**config.mk**
```make
export PLATFORM = sky130hd
export DESIGN_NAME = reg_obs_unit_flat
export DESIGN_NICKNAME = d
export VERILOG_FILES = /design/src/rtl/reg_obs_unit_if.sv /design/src/rtl/reg_obs_unit.sv /design/src/flat_wrapper.sv
export SDC_FILE = /design/constraint.sdc
export NUM_CORES = 1
export LEC_CHECK = 0
export CELL_PAD_IN_SITES_DETAIL_PLACEMENT = 0
export CELL_PAD_IN_SITES_GLOBAL_PLACEMENT = 1
export CORE_MARGIN = 8
export CORE_UTILIZATION = 35
export CTS_CLUSTER_DIAMETER = 100
export CTS_CLUSTER_SIZE = 8
export DETAILED_ROUTE_END_ITERATION = 16
export GPL_TIMING_DRIVEN = 0
export HOLD_SLACK_MARGIN = 0.03
export PLACE_DENSITY = 0.82
export SLEW_MARGIN = 10
export SYNTH_ARGS = -nofsm -noshare
export SYNTH_HDL_FRONTEND = slang
export SYNTH_SLANG_ARGS = --single-unit
```
**constraint.sdc**
```tcl
create_clock -name clk -period 2.11 [get_ports clk]
set_input_delay 0.5275 -clock clk [delete_from_list [all_inputs] [get_ports clk]]
set_output_delay 0.5275 -clock clk [all_outputs]
set_load 0.03 [all_outputs]
```
**src/rtl/reg_obs_unit_if.sv**
```systemverilog
// Request, register-file read and serial observation signals of reg_obs_unit.
// The master side requests snapshots and supplies read data; the slave side is the observation engine.
interface reg_obs_unit_if #(
  parameter int DATA_W   = 16,
  parameter int NUM_REGS = 8
);
  localparam int ADDR_W = $clog2(NUM_REGS);

  logic              obs_start;
  logic              obs_all;
  logic [ADDR_W-1:0] obs_sel;
  logic [ADDR_W-1:0] rf_addr;
  logic [DATA_W-1:0] rf_data;
  logic              obs_busy;
  logic              obs_frame;
  logic              obs_data;
  logic              obs_done;
  logic              obs_err;

  modport master (
    output obs_start, obs_all, obs_sel, rf_data,
    input  rf_addr, obs_busy, obs_frame, obs_data, obs_done, obs_err
  );

  modport slave (
    input  obs_start, obs_all, obs_sel, rf_data,
    output rf_addr, obs_busy, obs_frame, obs_data, obs_done, obs_err
  );
endinterface

```
**src/rtl/reg_obs_unit.sv**
```systemverilog
// Snapshot-and-shift register observer: one LOAD cycle then DATA_W serial bits MSB-first per word.
// Requests are only sampled in IDLE; starts while busy are dropped, out-of-range indices pulse obs_err.
module reg_obs_unit #(
  parameter int DATA_W   = 16,
  parameter int NUM_REGS = 8
) (
  input logic           clk,
  input logic           rst_n,
  reg_obs_unit_if.slave bus
);
  localparam int ADDR_W = $clog2(NUM_REGS);
  localparam int CNT_W  = $clog2(DATA_W);
  localparam logic [ADDR_W:0]   NUM_REGS_V = (ADDR_W+1)'(NUM_REGS);
  localparam logic [ADDR_W-1:0] LAST_IDX   = ADDR_W'(NUM_REGS-1);
  localparam logic [CNT_W-1:0]  LAST_BIT   = CNT_W'(DATA_W-1);

  typedef enum logic [1:0] {IDLE, LOAD, SHIFT, DONE} state_t;

  state_t            state;
  logic [ADDR_W-1:0] idx;
  logic              all_mode;
  logic [DATA_W-1:0] shift_reg;
  logic [CNT_W-1:0]  bit_cnt;
  logic              err_q;
  logic              sel_oob;

  assign sel_oob = ({1'b0, bus.obs_sel} >= NUM_REGS_V);

  always_ff @(posedge clk or negedge rst_n) begin
    if (!rst_n) begin
      state     <= IDLE;
      idx       <= '0;
      all_mode  <= 1'b0;
      shift_reg <= '0;
      bit_cnt   <= '0;
      err_q     <= 1'b0;
    end else begin
      err_q <= 1'b0;
      case (state)
        IDLE: begin
          if (bus.obs_start) begin
            if (!bus.obs_all && sel_oob) begin
              err_q <= 1'b1;
            end else begin
              idx      <= bus.obs_all ? '0 : bus.obs_sel;
              all_mode <= bus.obs_all;
              state    <= LOAD;
            end
          end
        end
        LOAD: begin
          // The only rf_data sample point: later writes cannot reach the word in flight.
          shift_reg <= bus.rf_data;
          bit_cnt   <= LAST_BIT;
          state     <= SHIFT;
        end
        SHIFT: begin
          shift_reg <= shift_reg << 1;
          bit_cnt   <= bit_cnt - 1'b1;
          if (bit_cnt == '0) begin
            if (all_mode && (idx != LAST_IDX)) begin
              idx   <= idx + 1'b1;
              state <= LOAD;
            end else begin
              state <= DONE;
            end
          end
        end
        DONE: begin
          state <= IDLE;
        end
        default: begin
          state <= IDLE;
        end
      endcase
    end
  end

  // Outputs depend only on state and shift_reg, so reset clears them without a clock.
  assign bus.rf_addr   = idx;
  assign bus.obs_busy  = (state != IDLE);
  assign bus.obs_frame = (state == SHIFT);
  assign bus.obs_data  = (state == SHIFT) & shift_reg[DATA_W-1];
  assign bus.obs_done  = (state == DONE);
  assign bus.obs_err   = err_q;
endmodule

```
**src/flat_wrapper.sv**
```systemverilog
// flat-port wrapper written by rule: the top's interface ports become plain ports
module reg_obs_unit_flat 
#(
  parameter int DATA_W   = 16,
  parameter int NUM_REGS = 8
)
  (clk, rst_n, bus_obs_start, bus_obs_all, bus_obs_sel, bus_rf_data, bus_rf_addr, bus_obs_busy, bus_obs_frame, bus_obs_data, bus_obs_done, bus_obs_err);
  reg_obs_unit_if #(.DATA_W(DATA_W), .NUM_REGS(NUM_REGS)) bus_i ();
  input logic clk;
  input logic rst_n;
  input wire logic [$bits(bus_i.obs_start)-1:0] bus_obs_start;
  input wire logic [$bits(bus_i.obs_all)-1:0] bus_obs_all;
  input wire logic [$bits(bus_i.obs_sel)-1:0] bus_obs_sel;
  input wire logic [$bits(bus_i.rf_data)-1:0] bus_rf_data;
  output wire logic [$bits(bus_i.rf_addr)-1:0] bus_rf_addr;
  output wire logic [$bits(bus_i.obs_busy)-1:0] bus_obs_busy;
  output wire logic [$bits(bus_i.obs_frame)-1:0] bus_obs_frame;
  output wire logic [$bits(bus_i.obs_data)-1:0] bus_obs_data;
  output wire logic [$bits(bus_i.obs_done)-1:0] bus_obs_done;
  output wire logic [$bits(bus_i.obs_err)-1:0] bus_obs_err;
  assign bus_i.obs_start = bus_obs_start;
  assign bus_i.obs_all = bus_obs_all;
  assign bus_i.obs_sel = bus_obs_sel;
  assign bus_i.rf_data = bus_rf_data;
  assign bus_rf_addr = bus_i.rf_addr;
  assign bus_obs_busy = bus_i.obs_busy;
  assign bus_obs_frame = bus_i.obs_frame;
  assign bus_obs_data = bus_i.obs_data;
  assign bus_obs_done = bus_i.obs_done;
  assign bus_obs_err = bus_i.obs_err;
  reg_obs_unit #(.DATA_W(DATA_W), .NUM_REGS(NUM_REGS)) u_core (.clk(clk), .rst_n(rst_n), .bus(bus_i));
endmodule
```
-- Yosys cells after proc, flatten, opt, wreduce, memory -nomap -nowiden
Cells that the tools add are included.
- bits in registers: 26
- input bits: 23
- output and inout port bits: 8
- logic and storage cells: 35
- $add $sub $neg: 2
- equality and inequality tests: 7
- multiplexer cells: 11
- bitwise logic cells: 1
- reductions and logical operators: 9
- operator list (cell ; count):
    one-hot mux 16 bit (2 select lines) ; 1
    2-to-1 mux 3 bit ; 4
    one-hot mux 2 bit (4 select lines) ; 1
    one-hot mux 4 bit (2 select lines) ; 1
    2-to-1 mux 2 bit ; 3
    one-hot mux 3 bit (2 select lines) ; 1
    nonzero test 2 bit ; 3
    equality test 2 bit (second input constant) ; 2
    zero test 4 bit ; 1
    inequality test 2 x 1 -> 1 bit (second input constant) ; 2
    AND reduction 2 bit ; 2
    AND reduction 4 bit ; 1
    subtractor 4 x 1 -> 4 bit (second input constant) ; 1
    adder 3 x 1 -> 3 bit (second input constant) ; 1
    inequality test 3 bit (second input constant) ; 1
    equality test 2 x 1 -> 1 bit (second input constant) ; 1
    zero test 2 bit ; 1
    inequality test 2 bit (second input constant) ; 1
    bitwise AND 1 bit ; 1
    logical AND 1 bit ; 1

-- Logic depth before layout (Yosys ltp)
- depth in word-level cells: 5
- depth in mapped cells: 6
- depth with buffers taken out: 6

-- Worst setup path before layout
OpenSTA, ideal clock, no wires.
- path type: register to output
- start: register u_core.state[0]
- end: output port bus_obs_data
- arrival: 1.656 ns
- data required time: 1.582 ns
- setup slack: -0.074 ns
- cell stages (with the launch flop): 6
- path buffers: 2
- path through: dfrtp_1 -> inv_1 -> ha_1 -> buf_2 -> buf_2 -> and2_1
- cells in the longest elaborated chain, start to end: 2
- ends and longest elaborated chain (what ; line ; text):
    from (decl) ; reg_obs_unit.sv:19 ; state_t state;
    from (signal assigned) ; reg_obs_unit.sv:31 ; state <= IDLE;
    from (signal assigned) ; reg_obs_unit.sv:47 ; state <= LOAD;
    from (signal assigned) ; reg_obs_unit.sv:55 ; state <= SHIFT;
    equality test 2 bit ; - ;
    via bus_obs_frame ; flat_wrapper.sv:17 ; output wire logic [$bits(bus_i.obs_frame)-1:0] bus_obs_frame;
    bitwise AND 1 bit ; reg_obs_unit.sv:83 ; assign bus.obs_data = (state == SHIFT) & shift_reg[DATA_W-1];
    to (decl) ; flat_wrapper.sv:18 ; output wire logic [$bits(bus_i.obs_data)-1:0] bus_obs_data;
The timed path passes the listed nets, and every way through them passes these cells.

-- Worst setup path after layout
- start: register u_core.state[0]
- end: output port bus_obs_data
- cells in the longest elaborated chain, start to end: 2
- ends and longest elaborated chain (what ; line):
    equality test 2 bit ; reg_obs_unit.sv:83
    bitwise AND 1 bit ; reg_obs_unit.sv:83
Every way passes these cells.

==> results.toml <==
[power_and_ir_drop]
p_per_area_nw_per_um2 = 1530
combPwrFrac_pct = 56.4
switching_power_w = 0.00115
p_sw_share_pct = 41.9
irDropWorstVdd_mv = 0.678
power_leakage_nw = 0.779
power_w = 0.00275
pwr-share-seq_pct = 32.0
clkPwrFrac_pct = 11.6
p_int_w = 0.00160

[floorplan]
ios = 31
die-width_um = 78.0
start_util_pct = 36.4
dieArea_um2 = 6080
die_h_um = 78.0
core_area_um2 = 3690
num_rows = 22

[global_routing]
track_usage_pct = 10.4
antenna_found_initial = 0
grt-ovfl-total = 0
grt_pass1_wl_um = 5260
grt_pass1_vias = 1121
grt_max_degree = 27

[timing]
maxSlewHeadroom_pct = 61.5
maxSlewViolCount = 0
hold_viol = 0
rsz0062_at_grt = "true"
fin_ws_ns = 0.0710
max_freq_mhz = 490
fin_crit_ns = 2.04
final.setup.tns_ns = 0
skew_ns = 0.00221
holdWs_ns = 0.245
worst_pin_slew_ns = 0.577
fin_crit_sh_pct = 96.6
finalSetupViolations = 0

[clocking]
cts_max_level = 1
cts_root_buf = "clkbuf_8"
clkTransAtPathRegs_ns = 0.09
clk_latency_ns = 0.27
cts_buffers = 3
cts_num_sinks = 26
cts_tree = "built"
cts.path.max_buffers = 2

[synth]
async_reset_ff_share_pct = 100
synth_warnings = 0
yosys_most_used_dff = "dfrtp_1"
synth_seq_cells = 26
synth_edf_count = 0
synth_area_per_cell_um2 = 10.3
synth_seq_area_share_pct = 48.4
synth_area_um2 = 1340
synth_nets = 161
netlist_instances = 131
synth.distinct_cells = 29

[flow_run]
max_cap_viol_count = 0

[placement]
hpwl_um = 2270
dp_slack_ns = -0.515
place_congestion = 0.806
io_buffer_count = 29

[setup_path]
cp.required_ns = 1.58
critPathKind = "reg2out"
crit_slowest_cell = "dfrtp_1"
cpPeakStageDelay_ns = 0.43
r2r_setup_slack_ns = 0.25
critPathMaxFanout = 10
path_cells = "inv_2 > ha_4 > buf_12 > buf_12 > and2_4 > buf_6"
endpoint_kind = "output pin"
crit_top_cell = "buf_12"
worstRegToRegCells = 6
cp.arrival_ns = 1.51
cp-start-kind = "flip-flop"

[detailed_routing]
routed_via_density = 4.84
wl_per_cell_um = 14.4
ant_nets = 0
wirelength_um = 3060
drt-pass1-iter-count = 4
drt_iter0_drc = 13
dr_total_vias = 1031
drc_errors = 0

[layout]
largest_register_ffs = 16
drive_above_1_share_pct = 13.3
layout-area-overhead-vs-synth_pct = 34.0
antenna_cells = 0
nNetsFinal = 196

[run_status]
status = "finished clean"

[min_path]
hp-class = "in2async"
[per-layer routing]
metal | up-vias | share of wire, % | global-route usage [%]
met1 | 483 | 46 | 12.2
li1 | 515 | - | -
met3 | 4 | 5.1 | 2.76
met4 | 0 | 1.1 | 3.33
met5 | - | 0 | 0
met2 | 29 | 48 | 17.9
[repair_timing]
action	CTS	global route
pin swaps	0	0
gates resized for setup	17	6
hold endpoints to repair	0	0
gates cloned	0	0
hold buffers	0	0
setup buffers	0	1
setup endpoints to repair	3	10
[path summary, 6_finish.rpt]
kind,from,to
hold reg to reg,u_core.shift_reg[14]$_DFFE_PN0P_,u_core.shift_reg[14]$_DFFE_PN0P_
setup reg to reg,u_core.bit_cnt[0]$_DFFE_PN0P_,u_core.bus.rf_addr[2]$_DFFE_PN0P_
min in group clk,u_core.shift_reg[14]$_DFFE_PN0P_,u_core.shift_reg[14]$_DFFE_PN0P_
setup / recovery,u_core.state[0]$_DFFE_PN0P_,bus_obs_data
hold / removal,rst_n,u_core.bus.rf_addr[1]$_DFFE_PN0P_
max in group asynchronous,rst_n,u_core.shift_reg[15]$_DFFE_PN0P_
[critical path, delay by kind of cell, from the launching register on]
kind          cells  cell delay [ns]
buf+inv           4             0.50
fa+ha+maj         1             0.17
flops             1             0.43
simple gates      1             0.14
[layout make-up]
| cell class | count | area (µm²) |
|---|---|---|
| timing repair buffer | 30 | 295 |
| multi-input combinational | 89 | 641 |
| tap | 48 | 60.1 |
| buffer | 8 | 68.8 |
| clock buffer | 4 | 55.1 |
| sequential | 26 | 651 |
| inverter | 8 | 30.0 |
| fill | 362 | 1890 |
[metrics by stage]
| step | util, % | instances | instance area [µm²] |
|---|---|---|---|
| 5_1_grt | 48.8 | 213 | 1800 |
| 3_3_place_gp | 46.0 | 208 | 1700 |
| 4_1_cts | 48.3 | 212 | 1780 |
| 3_5_place_dp | 46.0 | 208 | 1700 |
| 2_1_floorplan | - | 131 | 1350 |
| 6_report | 48.8 | 213 | 1800 |
[logic make-up (layout without fill, tap and decap cells)]
| family | count (synthesis) | count (layout) | synth area share (%) |
|---|---|---|---|
| AOI/OAI and AO/OA | 32 | 32 | 14.4 |
| adders and majority gates | 7 | 7 | 6.52 |
| buffers and inverters | 16 | 50 | 5.03 |
| DFF | 26 | 26 | 48.4 |
| muxes | 18 | 18 | 14.2 |
| other | 1 | 1 | 0.279 |
| and+or+nand+nor | 31 | 31 | 11.1 |
[power groups by stage]
stage | registers (W) | clock network (W) | logic (W)
after floorplan | 0.000880 | 0 | 0.00104
after global placement | 0.000865 | 0 | 0.00141
after detailed placement | 0.000878 | 0 | 0.00147
after CTS | 0.000876 | 0.000333 | 0.00152
after global routing | 0.000907 | 0.000351 | 0.00173
final | 0.000878 | 0.000320 | 0.00155
[synthesized netlist by cell type (all sizes together), types with 2 or more instances]
library cell	n	area share [%]
dfrtp	26	48
a21oi	19	7.9
nor2	19	5.3
mux2i	15	11
inv	8	2.2
ha	7	6.5
o21ai	6	2.2
buf	5	2.0
clkbuf	3	0.84
mux2	3	3.1
nand3	3	1.1
a22o	2	1.3
a31oi	2	0.93
and2	2	1.1
nand3b	2	1.1
[cells in the final DEF (no fill, tap or decap)]
cell and instances:
a41oi_1 1, clkbuf_2 1, nor4_1 1, a21oi_4 1, dfrtp_1 26, buf_6 1
o32a_2 1, nor3_1 1, nand3_1 3, clkbuf_8 4, and2_4 2, ha_4 1
conb_1 1, clkdlybuf4s15_1 1, o21a_1 1, buf_12 2, a22o_1 2, buf_2 2
inv_1 7, mux2i_1 15, nand3b_1 2, clkbuf_1 3, clkdlybuf4s50_1 24, mux2_2 1
buf_4 2, o21ai_0 6, or3b_4 1, inv_2 1, a31oi_1 2, nor2_1 19
dlygate4sd2_1 1, dlymetal6s2s_1 1, a21oi_1 18, ha_1 6, mux2_4 2, nor2b_1 1
nand2_1 1
(Power assumes the default switching activity.)
